<file path="config.mk">
export PLATFORM = sky130hd
export DESIGN_NAME = if_fetch_stage
export DESIGN_NICKNAME = d
export VERILOG_FILES = /design/src/rtl/mips_pkg.sv /design/src/rtl/if_id_reg.sv /design/src/rtl/if_fetch_stage.sv
export SDC_FILE = /design/constraint.sdc
export NUM_CORES = 1
export LEC_CHECK = 0
export CORE_ASPECT_RATIO = 0.9
export CORE_MARGIN = 2
export CORE_UTILIZATION = 40
export DETAILED_ROUTE_END_ITERATION = 8
export GPL_TIMING_DRIVEN = 0
export PLACE_DENSITY = 0.66
export SYNTH_ARGS = -nofsm -noshare
export SYNTH_HDL_FRONTEND = slang
export SYNTH_HIERARCHICAL = 1
export SYNTH_SLANG_ARGS = --single-unit
</file>
<file path="constraint.sdc">
create_clock -name clk -period 10.3 [get_ports clk]
set_input_delay 1.03 -clock clk [delete_from_list [all_inputs] [get_ports clk]]
set_output_delay 1.03 -clock clk [all_outputs]
set_load 0.005 [all_outputs]
</file>
<file path="src/rtl/mips_pkg.sv">
`default_nettype none
// ----------------------------------------------------------------------------
// mips_pkg : shared constants, FSM encodings and IF/ID record types
// Revision : 1.0
// ----------------------------------------------------------------------------
package mips_pkg;

    localparam logic [31:0] C_RESET_PC   = 32'hBFC0_0000;
    localparam logic [31:0] C_EXC_VECTOR = 32'hBFC0_0380;
    localparam logic [31:0] C_NOP        = 32'h0000_0000;

    localparam int unsigned STATE_W = 2;
    localparam logic [STATE_W-1:0] S_IDLE = 2'd0;
    localparam logic [STATE_W-1:0] S_REQ  = 2'd1;
    localparam logic [STATE_W-1:0] S_WAIT = 2'd2;
    localparam logic [STATE_W-1:0] S_HOLD = 2'd3;

    typedef struct packed {
        logic [31:0] inst;
        logic [31:0] pc;
        logic        adel;
    } fetch_t;

    typedef struct packed {
        logic        valid;
        logic [31:0] inst;
        logic [31:0] pc;
        logic [31:0] pc8;
        logic        adel;
        logic        ds;
    } if_id_t;

    function automatic if_id_t make_if_id(input fetch_t e, input logic ds);
        if_id_t r;
        r.valid = 1'b1;
        r.inst  = e.inst;
        r.pc    = e.pc;
        r.pc8   = e.pc + 32'd8;
        r.adel  = e.adel;
        r.ds    = ds;
        return r;
    endfunction

endpackage
`default_nettype wire

</file>
<file path="src/rtl/if_id_reg.sv">
`default_nettype none
// ----------------------------------------------------------------------------
// if_id_reg : IF/ID pipeline register with stall, flush and one-entry skid
// Revision  : 1.0
// ----------------------------------------------------------------------------
module if_id_reg
    import mips_pkg::*;
(
    input  logic   clk,
    input  logic   rst,
    input  logic   flush_i,
    input  logic   stall_i,
    input  logic   fill_i,
    input  fetch_t fill_data_i,
    input  logic   pop_i,
    input  logic   ds_i,
    output if_id_t id_o
);

    if_id_t id_q, id_d;
    fetch_t skid_q, skid_d;
    logic   skid_valid_q, skid_valid_d;

    always_ff @(posedge clk or posedge rst) begin
        if (rst) begin
            id_q         <= '0;
            skid_q       <= '0;
            skid_valid_q <= 1'b0;
        end else begin
            id_q         <= id_d;
            skid_q       <= skid_d;
            skid_valid_q <= skid_valid_d;
        end
    end

    // Unstalled cycles with nothing to deliver load a bubble.
    always_comb begin
        id_d         = id_q;
        skid_d       = skid_q;
        skid_valid_d = skid_valid_q;
        if (flush_i) begin
            id_d         = '0;
            skid_d       = '0;
            skid_valid_d = 1'b0;
        end else if (!stall_i) begin
            if (pop_i && skid_valid_q) begin
                id_d         = make_if_id(skid_q, ds_i);
                skid_valid_d = 1'b0;
            end else if (fill_i) begin
                id_d = make_if_id(fill_data_i, ds_i);
            end else begin
                id_d = '0;
            end
        end else if (fill_i) begin
            skid_d       = fill_data_i;
            skid_valid_d = 1'b1;
        end
    end

    assign id_o = id_q;

endmodule
`default_nettype wire

</file>
<file path="src/rtl/if_fetch_stage.sv">
`default_nettype none
// ----------------------------------------------------------------------------
// if_fetch_stage : MIPS IF stage - PC, next-PC select, imem port, IF/ID reg
// Revision       : 1.0
// ----------------------------------------------------------------------------
module if_fetch_stage
    import mips_pkg::*;
#(
    parameter logic [31:0] RESET_PC   = C_RESET_PC,
    parameter logic [31:0] EXC_VECTOR = C_EXC_VECTOR
) (
    input  logic        clk,
    input  logic        rst,
    input  logic        stall,
    input  logic        exc_valid,
    input  logic        eret_valid,
    input  logic [31:0] epc,
    input  logic        pc_change,
    input  logic [31:0] redirect_pc,
    output logic        imem_req,
    output logic [31:0] imem_addr,
    input  logic        imem_rvalid,
    input  logic [31:0] imem_rdata,
    output logic        id_valid,
    output logic [31:0] id_inst,
    output logic [31:0] id_pc,
    output logic [31:0] id_pc8,
    output logic        id_adel,
    output logic        id_in_delay_slot
);

    logic [STATE_W-1:0] state_q, state_d;
    logic [31:0]        pc_q, pc_d;
    logic               kill_q, kill_d;
    logic               pend_q, pend_d;
    logic [31:0]        ptgt_q, ptgt_d;

    logic        flush;
    logic [31:0] flush_tgt;
    logic        br_now;
    logic        misaligned;
    logic        rsp_ok;
    logic        complete;
    logic [31:0] next_seq;
    logic        fill;
    fetch_t      fill_data;
    logic        pop;
    logic        ds;
    if_id_t      id;

    assign flush      = exc_valid | eret_valid;
    assign flush_tgt  = exc_valid ? EXC_VECTOR : epc;
    assign br_now     = pc_change & ~flush;
    assign misaligned = |pc_q[1:0];
    assign rsp_ok     = (state_q == S_WAIT) & imem_rvalid & ~kill_q;
    assign complete   = ~flush & ~stall & (rsp_ok | (state_q == S_HOLD));
    // A branch only takes effect once its delay-slot fetch has completed.
    assign next_seq   = (br_now | pend_q) ? (pc_change ? redirect_pc : ptgt_q)
                                          : pc_q + 32'd4;

    always_ff @(posedge clk or posedge rst) begin
        if (rst) begin
            state_q <= S_IDLE;
            pc_q    <= RESET_PC;
            kill_q  <= 1'b0;
            pend_q  <= 1'b0;
            ptgt_q  <= '0;
        end else begin
            state_q <= state_d;
            pc_q    <= pc_d;
            kill_q  <= kill_d;
            pend_q  <= pend_d;
            ptgt_q  <= ptgt_d;
        end
    end

    always_comb begin
        state_d = state_q;
        pc_d    = pc_q;
        kill_d  = kill_q;
        pend_d  = pend_q | br_now;
        ptgt_d  = br_now ? redirect_pc : ptgt_q;
        unique case (state_q)
            S_IDLE: state_d = S_REQ;
            S_REQ:  if (!misaligned) state_d = S_WAIT;
            S_WAIT: begin
                if (imem_rvalid) begin
                    kill_d  = 1'b0;
                    state_d = (kill_q || !stall) ? S_REQ : S_HOLD;
                end
            end
            S_HOLD: if (!stall) state_d = S_REQ;
            default: state_d = S_IDLE;
        endcase
        if (complete) begin
            pc_d   = next_seq;
            pend_d = 1'b0;
        end
        // A request issued this cycle or still outstanding must be discarded.
        if (flush) begin
            pc_d   = flush_tgt;
            pend_d = 1'b0;
            unique case (state_q)
                S_REQ:  if (!misaligned) kill_d = 1'b1;
                S_WAIT: begin
                    if (imem_rvalid) state_d = S_REQ;
                    else             kill_d  = 1'b1;
                end
                S_HOLD: state_d = S_REQ;
                default: ;
            endcase
        end
    end

    always_comb begin
        imem_req       = (state_q == S_REQ) & ~misaligned;
        imem_addr      = (state_q == S_REQ) ? pc_q : 32'h0;
        fill           = rsp_ok | ((state_q == S_REQ) & misaligned & ~stall);
        fill_data.pc   = pc_q;
        fill_data.inst = (state_q == S_REQ) ? C_NOP : imem_rdata;
        fill_data.adel = (state_q == S_REQ);
        pop            = (state_q == S_HOLD);
        ds             = pend_q | br_now;
    end

    if_id_reg u_if_id_reg (
        .clk         (clk),
        .rst         (rst),
        .flush_i     (flush),
        .stall_i     (stall),
        .fill_i      (fill),
        .fill_data_i (fill_data),
        .pop_i       (pop),
        .ds_i        (ds),
        .id_o        (id)
    );

    assign id_valid         = id.valid;
    assign id_inst          = id.inst;
    assign id_pc            = id.pc;
    assign id_pc8           = id.pc8;
    assign id_adel          = id.adel;
    assign id_in_delay_slot = id.ds;

endmodule
`default_nettype wire

</file>
# Yosys cells after proc, flatten, opt, wreduce, memory -nomap -nowiden

Cells that the tools add are included.

Input port bits: 103
Output and inout bits: 132
Flip-flop bits (word level): 233
Word-level logic and storage cells: 84

Muxes and demuxes: 34
Reduce and logical (&&, ||, !) cells: 11
Bitwise logic cells: 16
Eq/ne operators: 5
$add $sub $neg: 3

Operators by type and width:

| cell                    | number |
|---|---|
| $mux W99                | 4 |
| $mux W32                | 7 |
| $mux W65                | 3 |
| $add A32 B4 Y32 const B | 2 |
| $add A32 B3 Y32 const B | 1 |
| $mux W2                 | 6 |
| $mux W1                 | 11 |
| $and A1 B1 Y1           | 8 |
| $pmux W2 S4             | 1 |
| $reduce_bool A2 Y1      | 3 |
| $eq A2 B2 Y1 const B    | 2 |
| $not A1 Y1              | 4 |
| $or A1 B1 Y1            | 4 |
| $pmux W2 S2             | 1 |
| $reduce_and A2 Y1       | 2 |
| $ne A3 B1 Y1 const B    | 1 |
| $reduce_bool A3 Y1      | 1 |
| $eq A2 B1 Y1 const B    | 1 |
| $logic_not A2 Y1        | 1 |
| $ne A2 B1 Y1 const B    | 1 |
| $pmux W1 S2             | 1 |
| $reduce_or A2 Y1        | 1 |
| $logic_and A1 B1 Y1     | 1 |
| $logic_not A1 Y1        | 1 |
| $logic_or A1 B1 Y1      | 1 |

# Longest topological paths before layout

Gate-level depths: netlist (run 1).

Word-level depth: 8
Depth in mapped cells: 11
Depth with buffers taken out: 9

# Hierarchy

The synthesis (run 1) kept the hierarchy.

By module, submodules not included:

| module         | times used | cells an instance | seq. area each (um^2) | area an instance (um^2) |
|---|---|---|---|---|
| if_id_reg      | 1          | 1029              | 4053.9                | 8354.3 |
| if_fetch_stage | 1          | 547               | 1712.9                | 4820.9 |

# Worst setup path before layout (run 1)

No wires, ideal clock.

Path type: input to register
Start: input eret_valid
End: register u_if_id_reg.id_q (netlist bit u_if_id_reg/id_o[33])
Path buffers: 4
Data required time: 10213 ps
Setup slack: 7235 ps
Stages: 9
Setup time: 87 ps
Arrival: 2979 ps
Path through: clkbuf_8 nor2_1 inv_1 clkbuf_1 clkbuf_1 nor3_2 clkbuf_1 o21ai_0 o211ai_1

Longest elaborated chain between the ends: 2
Elaborated cells on any way between the ends: 3
Classes of those cells: eq/ne: 1; mux: 1; bitwise: 1

RTL lines:

| element                                                   | RTL line             | source |
|---|---|---|
| start, declared                                           | if_fetch_stage.sv:16 | `input logic eret_valid,` |
| $or A1 B1 Y1 (*)                                          | if_fetch_stage.sv:51 | `assign flush = exc_valid \| eret_valid;` |
| net flush                                                 | if_fetch_stage.sv:38 | `logic flush;` |
| $ne A2 B1 Y1 (no line) / $mux W99 (equally long branches) | n/a                  |  |
| end signal, assigned                                      | if_id_reg.sv:30      | `id_q <= id_d;` |
| end, declared                                             | if_id_reg.sv:20      | `if_id_t id_q, id_d;` |

Mark *: on every way through the listed nets, which the timed path passes. The rest lies on a longest branch.
A chain may end at the register's enable or synchronous reset.

==> metrics.md, run 1 <==
| Metric | Value |
|---|---|
| Wire length per cell | `20.72 µm` |
| Reg-to-reg slack, setup | `6.80 ns` |
| CP endpoint kind | `output port` |
| Post-Route Setup TNS | `0 ns` |
| Final wirelength | `47260 µm` |
| Yosys warnings | `6` |
| N_diodes | `0` |
| Period utilisation layout | `44.20%` |
| Cell Area, Placed | `16060 µm²` |
| Sequential element share of the synthesized area | `43.77%` |
| Gate Count Post-Synth | `1576` |
| Largest net degree at the start of global routing | `110` |
| Post-synth ARST share | `100.0%` |
| Critical R2R Capture | `u_if_id_reg/skid_q[1]` |
| P per Cell Area | `160.3 nW/µm²` |
| VDD IR max | `0.1162 mV` |
| WP data arrival | `3.52 ns` |
| Number of max-cap violations | `0` |
| Critical R2R Launch | `state_q[1]` |
| CP Class | `flip-flop to output port` |
| Nets | `1949` |
| Final Hold Fails | `0` |
| Deepest clock path buffer count | `3` |
| TritonCTS clock tree | `built` |
| Dominant combinational cell family by area after synthesis | `simple AND/OR/NAND/NOR gates` |
| Cell depth of the worst setup path | `6` |
| Remaining antenna violation count | `0` |
| Final design area excluding fillers | `16980 µm²` |
| H-tree levels | `1` |
| Area grow syn2layout | `28.89%` |
| Share of post-route cells with drive strength above 1 | `6.939%` |
| CP most frequent cell | `clkbuf_1` |
| Num CTS Buffers | `27` |
| Cell depth of the worst hold path | `1` |
| Worst Skew | `0.01988 ns` |
| Synthesized cell area | `13180 µm²` |
| Synth Area in Adders | `0.7597%` |
| DP HPWL | `34620 µm` |
| Via count | `13262` |
| Die width | `195.3 µm` |
| Syn Nets | `1687` |
| CP startpoint kind | `flip-flop` |
| Simple-Gate Fraction of Synth Area | `24.70%` |
| Vias in the first global route | `12953` |
| Cells along the critical path | `inv_1 -> ha_1 -> clkbuf_1 -> clkbuf_1 -> and2_1 -> clkdlybuf4s50_1` |
| Resize count post-CTS | `0` |
| Max-slew violation count | `0` |
| Global Route Usage Sum | `27.01%` |
| Commonest non-fill, non-tap cells in the layout | `nand2_1 (257), a21oi_1 (247), clkdlybuf4s50_1 (232)` |
| Antenna violations before repair | `0` |
| DR DRC count | `0` |
| P_leak | `6.508 nW` |
| Initial Utilization | `40.28%` |
| Post-CTS Hold Buffers | `0` |
| Hold Slack | `0.5059 ns` |
| Hold Crit Endpoint | `ptgt_q[7]` |
| Clk root buf | `clkbuf_16` |
| Die Y | `176.2 µm` |
| Worst setup startpoint | `state_q[1]` |
| CP delay by family, top | `buffers and inverters` |
| Critical-path maximum fanout | `10` |
| R2R depth | `10` |
| RSZ-0062 raised after global routing | `no` |
| Routability cong. | `0.9288` |
| PortBufs | `232` |
| Final setup vio count | `0` |
| Min Tclk post-route | `4.553 ns` |
| HP Start | `ptgt_q[7]` |
| Status | `completed` |
| Xor/xnor share of the synthesized area | `4.055%` |
| Die area | `34410 µm²` |
| Global-route wire length before repair | `73140 µm` |
| Row cnt | `63` |
| Max stage delay on crit path | `0.87 ns` |
| Clock Sinks | `230` |
| Clk_lat worst skew | `0.55 ns` |
| DR pass1 iterations | `6` |
| Total Power | `0.002723 W` |
| I/O pin count | `235` |
| Slew HR | `25.62%` |
| Worst-path clk slew | `0.06 ns` |
| Post-synth cell types | `87` |
| Drt via density | `5.814` |
| Post-synth EDFFs | `0` |
| Required @ worst endpoint | `9.27 ns` |
| HP Class | `flip-flop to flip-flop` |
| Buffer and inverter count on the worst path | `4` |
| Total gr overflow | `0` |
| Post-synth top flop | `dfrtp_1` |
| Slowest CP cell | `clkbuf_1` |
| Initial DRC count | `1656` |
| Post-synthesis mux area share | `3.808%` |
| Core area | `32710 µm²` |
| Synth Register Bits | `230` |
| Compound-Gate Fraction of Synth Area | `18.19%` |
| Synthesized area per cell | `8.360 µm²` |
| Leading cell type in the layout, fill and taps excluded | `nand2_1` |
| Slew @ Worst Pin | `1.116 ns` |
| Max Freq | `0.2196 GHz` |
| # Post-CTS Setup Buffers | `0` |
==> cell usage after synthesis, types with 3 or more instances <==
cell type | number | share of area (%)
nand2_1 | 257 | 7.3
a21oi_1 | 247 | 9.4
dfrtp_1 | 221 | 42
nor2_1 | 134 | 3.8
nand3_1 | 103 | 3.9
clkbuf_1 | 82 | 2.3
o21ai_0 | 48 | 1.8
and2_1 | 39 | 1.9
nor2b_1 | 37 | 1.8
mux2_2 | 33 | 2.8
xor2_1 | 32 | 2.1
xnor2_1 | 29 | 1.9
buf_1 | 24 | 0.68
inv_1 | 24 | 0.68
nand4_1 | 19 | 0.90
a22oi_1 | 16 | 0.91
nor3_1 | 15 | 0.57
and3_1 | 14 | 0.66
mux2i_1 | 13 | 0.99
o22ai_1 | 12 | 0.57
a221oi_1 | 10 | 0.66
dfstp_2 | 9 | 1.8
nor4_1 | 9 | 0.43
a211oi_1 | 8 | 0.46
ha_1 | 8 | 0.76
a222oi_1 | 7 | 0.53
a2bb2oi_1 | 7 | 0.47
a31oi_1 | 7 | 0.33
or3_1 | 7 | 0.33
and4_1 | 6 | 0.40
buf_2 | 6 | 0.23
a221o_1 | 5 | 0.38
nand2b_1 | 5 | 0.24
buf_4 | 4 | 0.23
nand3b_1 | 4 | 0.23
nor3_2 | 4 | 0.30
o211ai_1 | 4 | 0.23
nand4_2 | 3 | 0.28
nor4b_1 | 3 | 0.20
o21a_1 | 3 | 0.17
o2bb2ai_1 | 3 | 0.20
==> final cells by class <==
| cell class | count | area, µm² |
|---|---|---|
| buffer | 122 | 524.3 |
| inverter | 26 | 107.6 |
| clock inverter | 8 | 96.34 |
| fill | 3117 | 15730 |
| sequential | 230 | 5767 |
| clock buffer | 42 | 822.0 |
| timing repair buffer | 233 | 2350 |
| tap | 422 | 528.0 |
| multi-input combinational | 1198 | 6787 |
==> worst max path at each step <==
stage	endpoint
6_report	imem_addr[14]
5_1_grt	imem_addr[31]
4_1_cts	imem_addr[14]
3_5_place_dp	u_if_id_reg/id_o[33]
3_3_place_gp	u_if_id_reg/id_o[69]
2_1_floorplan	u_if_id_reg/id_o[0]
==> worst register-to-register path: stages (launching register included) <==
cell and delay [ns]:
dfrtp_1 0.44, inv_1 0.10, ha_1 0.40, and2_1 0.21
nor2_1 0.07, o21ai_0 0.57, and2_1 0.29, clkbuf_1 0.54
clkbuf_1 0.53, nand2_1 0.12, a21oi_1 0.16
==> flip-flops by register name, indices dropped and copies added (netlist names) <==
register                  flops
u_if_id_reg/skid_valid_q      1
state_q                       2
u_if_id_reg/id_o             96
pend_q                        1
pc_q                         32
kill_q                        1
ptgt_q                       32
u_if_id_reg/skid_q           65
==> power by group <==
| part | total (W) | switching (W) | internal, W |
|---|---|---|---|
| combinational | 0.000688 | 0.000400 | 0.000288 |
| sequential | 0.00105 | 0.0000813 | 0.000967 |
| clock | 0.000986 | 0.000390 | 0.000596 |
| total | 0.00272 | 0.000872 | 0.00185 |
==> layer usage <==
layer	routed length, µm	track usage (%)	up-vias
met4	1460	8.620	0
li1	-	-	6047
met3	4086	4.852	79
met2	20840	41.32	630
met5	0	0	-
met1	20870	38.87	6506
==> metrics by stage <==
stage          util (%)  setup slack [ns]  instances
3_5_place_dp      49.10             5.495       2231
6_report          51.91             5.747       2281
3_3_place_gp      48.99             2.454       2230
5_1_grt           51.91             5.721       2281
2_1_floorplan         -             4.893       1576
4_1_cts           51.91             5.839       2281
==> logic make-up after synthesis <==
group / count (synthesis)
AND/OR/NAND/NOR: 677
buffers and inverters: 148
flip-flops: 230
XOR/XNOR: 61
AO/OA/AOI/OAI: 406
multiplexers: 46
adder cells (fa/ha/maj): 8
Power figures use the tool's default switching activity.
==> run 2: changes to the inputs <==
==> constraint.sdc (replaced) <==
create_clock -name clk -period 4.3 [get_ports clk]
set_input_delay 0.43 -clock clk [delete_from_list [all_inputs] [get_ports clk]]
set_output_delay 0.43 -clock clk [all_outputs]
set_load 0.005 [all_outputs]
==> run 2 against run 1 <==
Sequential share of layout area down 0.067 points. Combinational power is 140% higher. Wire length increased by 0.46%. Non-clock buffer count increased by 4. Setup slack got worse by 5.5 ns. Sequential power is 140% higher. First-iteration DRC count shrank 20%. Global-route usage increased by 0.20 points. Critical endpoint is now imem_addr[15]. Highest routed layer unchanged.
==> metrics.md, run 2 (synthesis results as in run 1) <==
| Metric | Value |
|---|---|
| Max-slew violation count | `0` |
| Wire length per cell | `20.80 µm` |
| CP Class | `flip-flop to output port` |
| Resize count post-CTS | `0` |
| Net Sw Frac | `32.32%` |
| Slew HR | `21.59%` |
| Global-route wire length before repair | `73350 µm` |
| Die area | `34410 µm²` |
| RSZ-0062 raised after global routing | `no` |
| DR DRC count | `0` |
| VDD IR max | `0.2878 mV` |
| Die Y | `176.2 µm` |
| CP startpoint kind | `flip-flop` |
| Clock power share | `35.4%` |
| HP Class | `input pin to asynchronous set/reset pin` |
| FILL cells | `3100` |
| Number of max-cap violations | `0` |
| Share of post-route cells with drive strength above 1 | `6.882%` |
| Deepest clock path buffer count | `3` |
| Clock Sinks | `230` |
| Worst-path clk slew | `0.06 ns` |
| Max reg flops | `96` |
| CP endpoint kind | `output port` |
| DR pass1 iterations | `6` |
| Drt via density | `5.834` |
| Nets | `1953` |
| I/O pin count | `235` |
| Global Route Usage Sum | `27.21%` |
| Worst Skew | `0.009491 ns` |
| Post-CTS Hold Buffers | `0` |
| Leading cell type in the layout, fill and taps excluded | `nand2_1` |
| Largest net degree at the start of global routing | `69` |
| Commonest non-fill, non-tap cells in the layout | `nand2_1 (257), a21oi_1 (247), clkdlybuf4s50_1 (232)` |
| Slew @ Worst Pin | `1.176 ns` |
| Remaining antenna violation count | `0` |
| NetSw | `0.002085 W` |
| N_diodes | `0` |
| Initial DRC count | `1320` |
| Clk_lat worst skew | `0.56 ns` |
| P_leak | `6.518 nW` |
| Internal power | `0.004366 W` |
| H-tree levels | `1` |
| Post-Layout Cell Count | `2282` |
| Total gr overflow | `0` |
| Area grow syn2layout | `29.15%` |
| Period utilisation layout | `93.45%` |
| P per Cell Area | `379.1 nW/µm²` |
| Num CTS Buffers | `27` |
| PortBufs | `232` |
| Final setup vio count | `0` |
| Antenna violations before repair | `0` |
| Routability cong. | `0.9217` |
| Min Tclk post-route | `4.018 ns` |
| TritonCTS clock tree | `built` |
| Max Freq | `0.2489 GHz` |
| Required @ worst endpoint | `3.87 ns` |
| Die width | `195.3 µm` |
| Critical-path maximum fanout | `10` |
| Placed Cells | `2235` |
| Vias in the first global route | `12764` |
| Combinational fraction of design power | `25.6%` |
| Final wirelength | `47470 µm` |
| Post-Route Setup TNS | `0 ns` |
| DP HPWL | `35230 µm` |
| Status | `completed` |
| WP data arrival | `3.59 ns` |
| Final Hold Fails | `0` |
| # Post-CTS Setup Buffers | `0` |
| Via count | `13314` |
| Core area | `32710 µm²` |
| Clk root buf | `clkbuf_16` |
| Initial Utilization | `40.28%` |
| Reg power frac | `39.0%` |
| Row cnt | `63` |
==> run 2: final timing paths <==
check | from | endpoint | slack [ns] | depth (start not counted)
setup / recovery | state_q[1] | imem_addr[15] | 0.28 | 6
hold / removal | rst | pc_q[21] | 0.39 | 3
setup reg to reg | state_q[1] | u_if_id_reg/skid_q[63] | 0.78 | 11
hold reg to reg | ptgt_q[2] | ptgt_q[2] | 0.51 | 1
max in group asynchronous | rst | u_if_id_reg/id_o[72] | 2.95 | 4
min in group clk | epc[18] | pc_q[18] | 0.47 | 3
==> run 2: area by class of cell <==
| type | count | area, µm² | share of cell area (%) |
|---|---|---|---|
| inverters | 26 | 103.9 | 0.6103 |
| well taps | 422 | 528.0 | 3.103 |
| clock inverters | 4 | 60.06 | 0.3530 |
| plain buffers | 122 | 524.3 | 3.081 |
| repair buffers | 237 | 2430 | 14.28 |
| flip-flops and latches | 230 | 5767 | 33.89 |
| multi-input cells | 1198 | 6787 | 39.89 |
| clock buffers | 43 | 815.8 | 4.794 |
==> run 2: power by group through the flow <==
stage | Combinational [W] | Sequential (W) | Clock, W
after floorplan | 0.000936 | 0.00247 | 0
after global placement | 0.00159 | 0.00254 | 0
after detailed placement | 0.00163 | 0.00254 | 0
after CTS | 0.00164 | 0.00251 | 0.00232
after global routing | 0.00180 | 0.00253 | 0.00242
final | 0.00165 | 0.00251 | 0.00228
==> run 2: critical path, cell delays in order, from the launching register on <==
cell and delay [ns]:
dfrtp_1 0.44, inv_1 0.11, ha_1 0.40, clkbuf_1 0.92, clkbuf_1 0.40, and2_1 0.24, clkdlybuf4s50_1 0.52
==> run 2: metal layers <==
layer  part of all wire, %  track usage (%)  vias to the layer above
li1                      -                -                     6056
met1                    45            39.67                     6539
met2                    43            40.43                      610
met3                   8.4            4.699                      109
met4                   3.6            10.21                        0
met5                     0                0                        -
==> run 2: per-stage QoR <==
step	power, W	util [%]	hold WS [ns]	instance area (µm²)	setup WS, ns
after floorplan	0.003407	-	0.4733	13180	1.813
after global placement	0.004129	49.00	0.4876	16030	0.03701
after detailed placement	0.004170	49.34	0.4964	16140	0.04813
after CTS	0.006465	52.01	0.3931	17020	0.3901
after global routing	0.006751	52.01	0.4508	17020	0.2725
final	0.006450	52.01	0.3944	17020	0.2817
